## src/rtl/cva6_bw_regulator.sv

```systemverilog
// -----------------------------------------------------------------------------
// cva6_bw_regulator
//
// Per-core memory-bandwidth regulator sitting between each core's SPU output
// and the CCU slave port. It never issues transactions; it only opens or closes
// the AR/AW request handshakes of each core against a per-core beat budget that
// is refilled at every regulation-period boundary. Payloads and the W/R/B and
// snoop channels do not pass through this block.
//
// Handshake semantics (all AR/AW channels, core side "slv", CCU side "mst"):
//   A transfer happens in a cycle where valid and ready are both high. Once the
//   regulator has shown mst_*_valid_o high it keeps the gate open until that
//   request is accepted, so a presented request is never withdrawn. Gating is
//   symmetric: mst_valid = slv_valid & gate, slv_ready = mst_ready & gate, and
//   gate depends only on registered state plus slv_*_valid_i, so there is no
//   combinational path from any ready input to any valid output.
//
// Ports:
//   clk_i, rst_i         clock, asynchronous active-high reset
//   en_i                 regulation enable (0 = transparent)
//   period_i             regulation period in cycles (0 = transparent)
//   budget_i             per-core beats per period, NumCores x BudgetWidth
//   slv_ar_* / slv_aw_*  core-side AR/AW valid, ready and burst length
//   mst_ar_* / mst_aw_*  CCU-side AR/AW valid and ready
//   rem_o                per-core remaining beats in the current period
//   throttled_o          per-core: a request is pending and its gate is closed
//   period_tick_o        one-cycle pulse on the refill cycle
// -----------------------------------------------------------------------------
module cva6_bw_regulator #(
  parameter int unsigned NumCores    = 2,
  parameter int unsigned BudgetWidth = 16,
  parameter int unsigned PeriodWidth = 24
) (
  input  logic                            clk_i,
  input  logic                            rst_i,
  input  logic                            en_i,
  input  logic [PeriodWidth-1:0]          period_i,
  input  logic [NumCores*BudgetWidth-1:0] budget_i,
  input  logic [NumCores-1:0]             slv_ar_valid_i,
  output logic [NumCores-1:0]             slv_ar_ready_o,
  input  logic [NumCores*8-1:0]           slv_ar_len_i,
  input  logic [NumCores-1:0]             slv_aw_valid_i,
  output logic [NumCores-1:0]             slv_aw_ready_o,
  input  logic [NumCores*8-1:0]           slv_aw_len_i,
  output logic [NumCores-1:0]             mst_ar_valid_o,
  input  logic [NumCores-1:0]             mst_ar_ready_i,
  output logic [NumCores-1:0]             mst_aw_valid_o,
  input  logic [NumCores-1:0]             mst_aw_ready_i,
  output logic [NumCores*BudgetWidth-1:0] rem_o,
  output logic [NumCores-1:0]             throttled_o,
  output logic                            period_tick_o
);

  // Arithmetic width wide enough for a budget value or the sum of two
  // 9-bit beat counts, plus one bit so comparisons and subtraction never wrap.
  localparam int unsigned SumWidth = ((BudgetWidth > 10) ? BudgetWidth : 10) + 1;

  // ---------------------------------------------------------------------------
  // Shared period timer and init flag
  // ---------------------------------------------------------------------------
  logic                   active;
  logic                   tick;
  logic                   init_q;
  logic [PeriodWidth-1:0] cnt_q;
  logic [PeriodWidth-1:0] cnt_d;

  assign active = en_i & (period_i != '0);

  // ">=" rather than "==" so that shrinking period_i below the current count
  // produces an immediate boundary instead of waiting for the counter to wrap.
  assign tick = active & ~init_q & (cnt_q >= (period_i - PeriodWidth'(1)));

  assign period_tick_o = tick;

  always_comb begin
    cnt_d = cnt_q;
    if (init_q || !active || tick) begin
      cnt_d = '0;
    end else begin
      cnt_d = cnt_q + PeriodWidth'(1);
    end
  end

  // init_q is high for exactly one cycle after reset release; during that
  // cycle the counters load from budget_i and every gate is held closed.
  always_ff @(posedge clk_i or posedge rst_i) begin
    if (rst_i) begin
      init_q <= 1'b1;
      cnt_q  <= '0;
    end else begin
      init_q <= 1'b0;
      cnt_q  <= cnt_d;
    end
  end

  // ---------------------------------------------------------------------------
  // Per-core regulation
  // ---------------------------------------------------------------------------
  for (genvar c = 0; c < NumCores; c++) begin : g_core
    logic [BudgetWidth-1:0] budget_c;
    logic [BudgetWidth-1:0] budget_q;
    logic [BudgetWidth-1:0] budget_d;
    logic [BudgetWidth-1:0] rem_q;
    logic [BudgetWidth-1:0] rem_d;
    logic                   ar_hold_q;
    logic                   ar_hold_d;
    logic                   aw_hold_q;
    logic                   aw_hold_d;
    logic [8:0]             ar_beats;
    logic [8:0]             aw_beats;
    logic [SumWidth-1:0]    rem_ext;
    logic [SumWidth-1:0]    ar_need;
    logic [SumWidth-1:0]    aw_need;
    logic [SumWidth-1:0]    cost;
    logic [SumWidth-1:0]    base_ext;
    logic                   ar_ok;
    logic                   aw_ok;
    logic                   gate_ar;
    logic                   gate_aw;
    logic                   mst_ar_v;
    logic                   mst_aw_v;
    logic                   ar_fire;
    logic                   aw_fire;

    assign budget_c = budget_i[c*BudgetWidth +: BudgetWidth];
    assign ar_beats = {1'b0, slv_ar_len_i[c*8 +: 8]} + 9'd1;
    assign aw_beats = {1'b0, slv_aw_len_i[c*8 +: 8]} + 9'd1;
    assign rem_ext  = SumWidth'(rem_q);
    assign ar_need  = SumWidth'(ar_beats);

    // AR has priority: if an AR is pending and affordable, the AW must also
    // fit in what would be left after it. This is conservative when the AR
    // does not actually fire this cycle, which only delays the AW by a cycle.
    assign ar_ok   = rem_ext >= ar_need;
    assign aw_need = SumWidth'(aw_beats) +
                     ((slv_ar_valid_i[c] & ar_ok) ? ar_need : SumWidth'(0));
    assign aw_ok   = rem_ext >= aw_need;

    // Hold flags keep a request that is already visible on the CCU side
    // valid until it is accepted, even if the budget has since shrunk.
    assign gate_ar = ~rst_i & ~init_q & (~active | ar_ok | ar_hold_q);
    assign gate_aw = ~rst_i & ~init_q & (~active | aw_ok | aw_hold_q);

    assign mst_ar_v = slv_ar_valid_i[c] & gate_ar;
    assign mst_aw_v = slv_aw_valid_i[c] & gate_aw;
    assign ar_fire  = mst_ar_v & mst_ar_ready_i[c];
    assign aw_fire  = mst_aw_v & mst_aw_ready_i[c];

    assign mst_ar_valid_o[c] = mst_ar_v;
    assign mst_aw_valid_o[c] = mst_aw_v;
    assign slv_ar_ready_o[c] = mst_ar_ready_i[c] & gate_ar;
    assign slv_aw_ready_o[c] = mst_aw_ready_i[c] & gate_aw;

    assign throttled_o[c] = active & ~rst_i &
                            ((slv_ar_valid_i[c] & ~gate_ar) |
                             (slv_aw_valid_i[c] & ~gate_aw));

    assign rem_o[c*BudgetWidth +: BudgetWidth] = rem_q;

    always_comb begin
      budget_d  = budget_q;
      rem_d     = rem_q;
      base_ext  = rem_ext;
      ar_hold_d = ar_hold_q;
      aw_hold_d = aw_hold_q;
      cost      = (ar_fire ? ar_need : SumWidth'(0)) +
                  (aw_fire ? SumWidth'(aw_beats) : SumWidth'(0));

      if (init_q || !active) begin
        // Load / transparent: track budget_i directly, no accounting.
        budget_d = budget_c;
        rem_d    = budget_c;
      end else begin
        // On a boundary the freshly sampled budget is the refill value, and
        // any beats accepted in that same cycle are charged against it.
        if (tick) begin
          budget_d = budget_c;
          base_ext = SumWidth'(budget_c);
        end
        // Saturate at zero: a held request can cost more than what is left.
        if (cost > base_ext) begin
          rem_d = '0;
        end else begin
          rem_d = BudgetWidth'(base_ext - cost);
        end
      end

      if (ar_fire) begin
        ar_hold_d = 1'b0;
      end else if (mst_ar_v) begin
        ar_hold_d = 1'b1;
      end

      if (aw_fire) begin
        aw_hold_d = 1'b0;
      end else if (mst_aw_v) begin
        aw_hold_d = 1'b1;
      end
    end

    always_ff @(posedge clk_i or posedge rst_i) begin
      if (rst_i) begin
        budget_q  <= '0;
        rem_q     <= '0;
        ar_hold_q <= 1'b0;
        aw_hold_q <= 1'b0;
      end else begin
        budget_q  <= budget_d;
        rem_q     <= rem_d;
        ar_hold_q <= ar_hold_d;
        aw_hold_q <= aw_hold_d;
      end
    end
  end

endmodule
```

## config.mk

```make
export PLATFORM = sky130hd
export DESIGN_NAME = cva6_bw_regulator
export DESIGN_NICKNAME = d
export VERILOG_FILES = /design/src/rtl/cva6_bw_regulator.sv
export SDC_FILE = /design/constraint.sdc
export NUM_CORES = 1
export LEC_CHECK = 0
export ABC_AREA = 1
export CAP_MARGIN = 20
export CORE_MARGIN = 5
export CORE_UTILIZATION = 50
export CTS_CLUSTER_SIZE = 20
export DETAILED_ROUTE_END_ITERATION = 10
export PLACE_DENSITY = 0.75
export REMOVE_ABC_BUFFERS = 1
export SLEW_MARGIN = 25
export SYNTH_ARGS = -nofsm -noshare
export SYNTH_HDL_FRONTEND = slang
export SYNTH_SLANG_ARGS = --single-unit
```

## constraint.sdc

```tcl
create_clock -name clk_i -period 10.5 [get_ports clk_i]
set_clock_uncertainty 0.05 [all_clocks]
set_input_delay 2.1 -clock clk_i [delete_from_list [all_inputs] [get_ports clk_i]]
set_output_delay 2.1 -clock clk_i [all_outputs]
set_load 0.01 [all_outputs]
```

==> results of run 1 <==
[worst min path at each step]
| stage | slack, ns | from | to | cells after the start |
|---|---|---|---|---|
| 5_1_grt | 0.46 | g_core[1].ar_hold_q$_DFFE_PP0P_ | g_core[1].ar_hold_q$_DFFE_PP0P_ | 1 |
| 4_1_cts | 0.44 | g_core[1].ar_hold_q$_DFFE_PP0P_ | g_core[1].ar_hold_q$_DFFE_PP0P_ | 1 |
| 3_3_place_gp | 0.43 | g_core[1].ar_hold_q$_DFFE_PP0P_ | g_core[1].ar_hold_q$_DFFE_PP0P_ | 1 |
| 2_1_floorplan | 0.40 | cnt_q[0]$_DFF_PP0_ | cnt_q[0]$_DFF_PP0_ | 1 |
| 6_report | 0.44 | g_core[1].ar_hold_q$_DFFE_PP0P_ | g_core[1].ar_hold_q$_DFFE_PP0P_ | 1 |
| 3_5_place_dp | 0.43 | g_core[1].ar_hold_q$_DFFE_PP0P_ | g_core[1].ar_hold_q$_DFFE_PP0P_ | 1 |
[power groups by stage]
stage                     logic [mW]  clock network [mW]  registers, mW
final                          0.474               0.298          0.276
after global routing           0.527               0.313          0.278
after CTS                      0.460               0.302          0.275
after detailed placement       0.456                   0          0.279
after global placement         0.445                   0          0.279
after floorplan                0.274                   0          0.276
[Yosys cell counts, types with 3 or more instances]
library cell and instances:
nand2_2 9, fa_1 6, o21a_1 7, o31ai_1 5, nand2_4 9, or2_2 19
o21ai_0 50, a21oi_1 82, nand3_1 50, a31oi_1 6, o21ai_1 16, o21ai_2 11
nor2_1 147, buf_2 3, nand4_1 15, nand3b_1 10, nor3_1 31, nor2_2 5
nand2_1 229, inv_1 206, dfrtp_1 60, buf_4 4, ha_1 144, a21o_1 6
nor3b_1 6, o21bai_1 13, xnor2_1 41, nor4_1 7, clkbuf_1 8, nor2_4 3
xor2_1 57
[final cells by class]
class | count | area (um2) | share of cell area [%]
multi-input combinational | 999 | 6650 | 57.7
clock inverter | 6 | 63.8 | 0.553
timing repair buffer | 216 | 1990 | 17.3
tap | 225 | 282 | 2.44
clock buffer | 10 | 229 | 1.99
inverter | 208 | 781 | 6.77
sequential | 61 | 1530 | 13.2
[routing by layer]
| metal | global-route usage, % | share of wire, % | wire length, um | vias up |
|---|---|---|---|---|
| li1 | - | - | - | 4587 |
| met1 | 31.8 | 44 | 11300 | 4158 |
| met2 | 41.6 | 48 | 12500 | 251 |
| met3 | 3.42 | 6.1 | 1580 | 33 |
| met4 | 5.80 | 2.0 | 515 | 0 |
| met5 | 0 | 0 | 0 | - |
[worst max-delay path, delay by kind of cell]
family / cells / cell delay, ns
compound gates: 14 / 1.73
xor+xnor: 2 / 0.31
fa+ha+maj: 8 / 2.22
buf+inv: 5 / 0.79
simple gates: 25 / 2.93
[cell families after synthesis]
family	after synthesis
AOI/OAI and AO/OA	202
xor gates and xnor gates	98
buffers and inverters	227
and+or+nand+nor	547
other	1
adders and majority gates	150
DFF	61
[sequential cells by signal (all words and copies together), names as in the netlist]
| signal | flops |
|---|---|
| g_core.ar_hold_q | 2 |
| init_q | 1 |
| g_core.rem_q | 32 |
| g_core.aw_hold_q | 2 |
| cnt_q | 24 |
[what timing repair did]
item / 4_1_cts / 5_1_grt
hold buffers: 0 / 0
buffers inserted: 0 / 5
resized for setup: 0 / 60
setup endpoints to repair: 0 / 33
[per-stage QoR]
| step | cells | cell area (um2) | utilization (%) | total power [mW] | hold slack (ns) |
|---|---|---|---|---|---|
| after global placement | 1703 | 11000 | 63.1 | 0.724 | 0.427 |
| after global routing | 1725 | 11500 | 66.4 | 1.12 | 0.465 |
| after CTS | 1719 | 11200 | 64.8 | 1.04 | 0.441 |
| after floorplan | 1267 | 8730 | - | 0.550 | 0.404 |
| final | 1725 | 11500 | 66.4 | 1.05 | 0.439 |
| after detailed placement | 1703 | 11000 | 63.1 | 0.735 | 0.430 |
==> run summary, run 1 <==
DRT iter0 DRCs: 474
Die Wd: 143 um
Type of origin of the critical path: primary input
Critical path origin: slv_ar_len_i[9]
# rows: 48
# nets final: 1744
Ant diodes: 0
Complex-gate fraction of the synthesized area: 13.0%
Max H-tree Level: 3
PortBufs: 141
Max-slew violation count: 0
Arrival time worst endpoint: 10.12 ns
Largest net degree at the start of global routing: 62
Cell mode on critical path: a21oi_1
Crit-path max cell delay: 0.51 ns
XOR/XNOR Fraction of Synth Area: 9.68%
Drt pass-1 iters: 5
Required time of the worst setup path: 10.66 ns
Clk root buf: clkbuf_16
Sequential group share of total power: 26.4%
GRT overflow: 0
Register area share after synthesis: 17.2%
Worst reg2reg endpoint: g_core[0].rem_q[12]$_DFF_PP0_
Clk pwr share: 28.4%
Synth top area cells: ha_1 (20%), dfrtp_1 (17%), nand2_1 (9.7%)
Global-route wire length before repair: 39900 um
Min cycle time layout: 9.96 ns
Number of global-route vias before repair: 8385
Setup slack after layout: 0.537 ns
Syn Area/Cell: 6.90 um2
Hold Vio Cnt, Final: 0
IR drop worst, VDD: 0.0000910 V
Core area: 17400 um2
R2R Setup Slk: 2.67 ns
Critical R2R Launch: g_core[0].rem_q[0]$_DFF_PP0_
Final WL: 25900 um
Area grow syn2layout: 30.0%
Worst Tran Pin Value: 0.971 ns
Die ar.: 20500 um2
Largest area contributor in the netlist: ha_1
Layout fillers: 1524
Clk slew on worst S/H paths: 0.05 ns
Longest Clk Path Bufs: 2
Initial Utilization: 51.1%
Fmax: 100 MHz
DRC Markers: 0
TNS Setup: 0 ns
P_sw: 390 uW
Slowest-stage cell, CP: clkdlybuf4s50_1
Ys flop type: dfrtp_1
Antenna Nets Post-Route: 0
Antenna violations before repair: 0
Ys Warns: 0
Highest-count cells in the layout ignoring fill and taps: nand2_1 (226), inv_1 (204), nor2_1 (142), ha_1 (140), clkdlybuf4s50_1 (138)
Slew HR: 35.1%
Sw frac: 37.2%
Post-Synth Adder-Cell Area: 21.7%
Final GP Congestion: 0.998
Fin crit share: 94.9%
Pre-CTS setup slack: -0.205 ns
Yosys top cell area share: 20.3%
IO Pins: 142
TritonCTS Sinks: 61
Max Fanout on Critical Path: 7
CTS tree: yes
Number of max-cap violations: 0
Number of synthesized register bits: 61
P per Cell Area: 90.9 nW/um2
Post-synth ARST share: 100%
Leakage: 5.75 nW
GR Util All Layers: 24.1%
Worst Setup EP: g_core[1].rem_q[2]$_DFF_PP0_
Main combinational cell family by area after synthesis: simple AND/OR/NAND/NOR gates
Simple-Gate Fraction of Synth Area: 28.0%
Via count: 9029
Routed wirelength normalized by instance count: 15.0 um
Share of layout cells above drive strength 1: 13.2%
Internal power: 658 uW
Netlist area before placement: 8870 um2
Most common cell after layout, fill and taps aside: nand2_1
Status: finished clean
R2R cell count: 56
Comb power frac: 45.2%
TritonCTS Buffers: 9
Die height: 143 um
Later-pin clock latency in the skew report: 0.34 ns
CP Class: primary input to flop
Hold WC Path Type: flop to flop
Mux contribution to synthesized area: 0%
Worst Setup End Kind: flop
Post-DP HPWL: 20900 um
Cell variety after synth: 48
RSZ-0062 raised after global routing: true
Synth Instances: 1286
Via density: 5.23
Setup violators final: 0
EDFF count, synth: 0
Note: power is estimated with default switching activity, not from simulation.
==> run 2, diff against run 1 <==
ABC_CLOCK_PERIOD_IN_PS = 10500   (was default)
==> results of run 2 <==
Same layout as run 1: the final DEF is identical, and so are final timing and power.
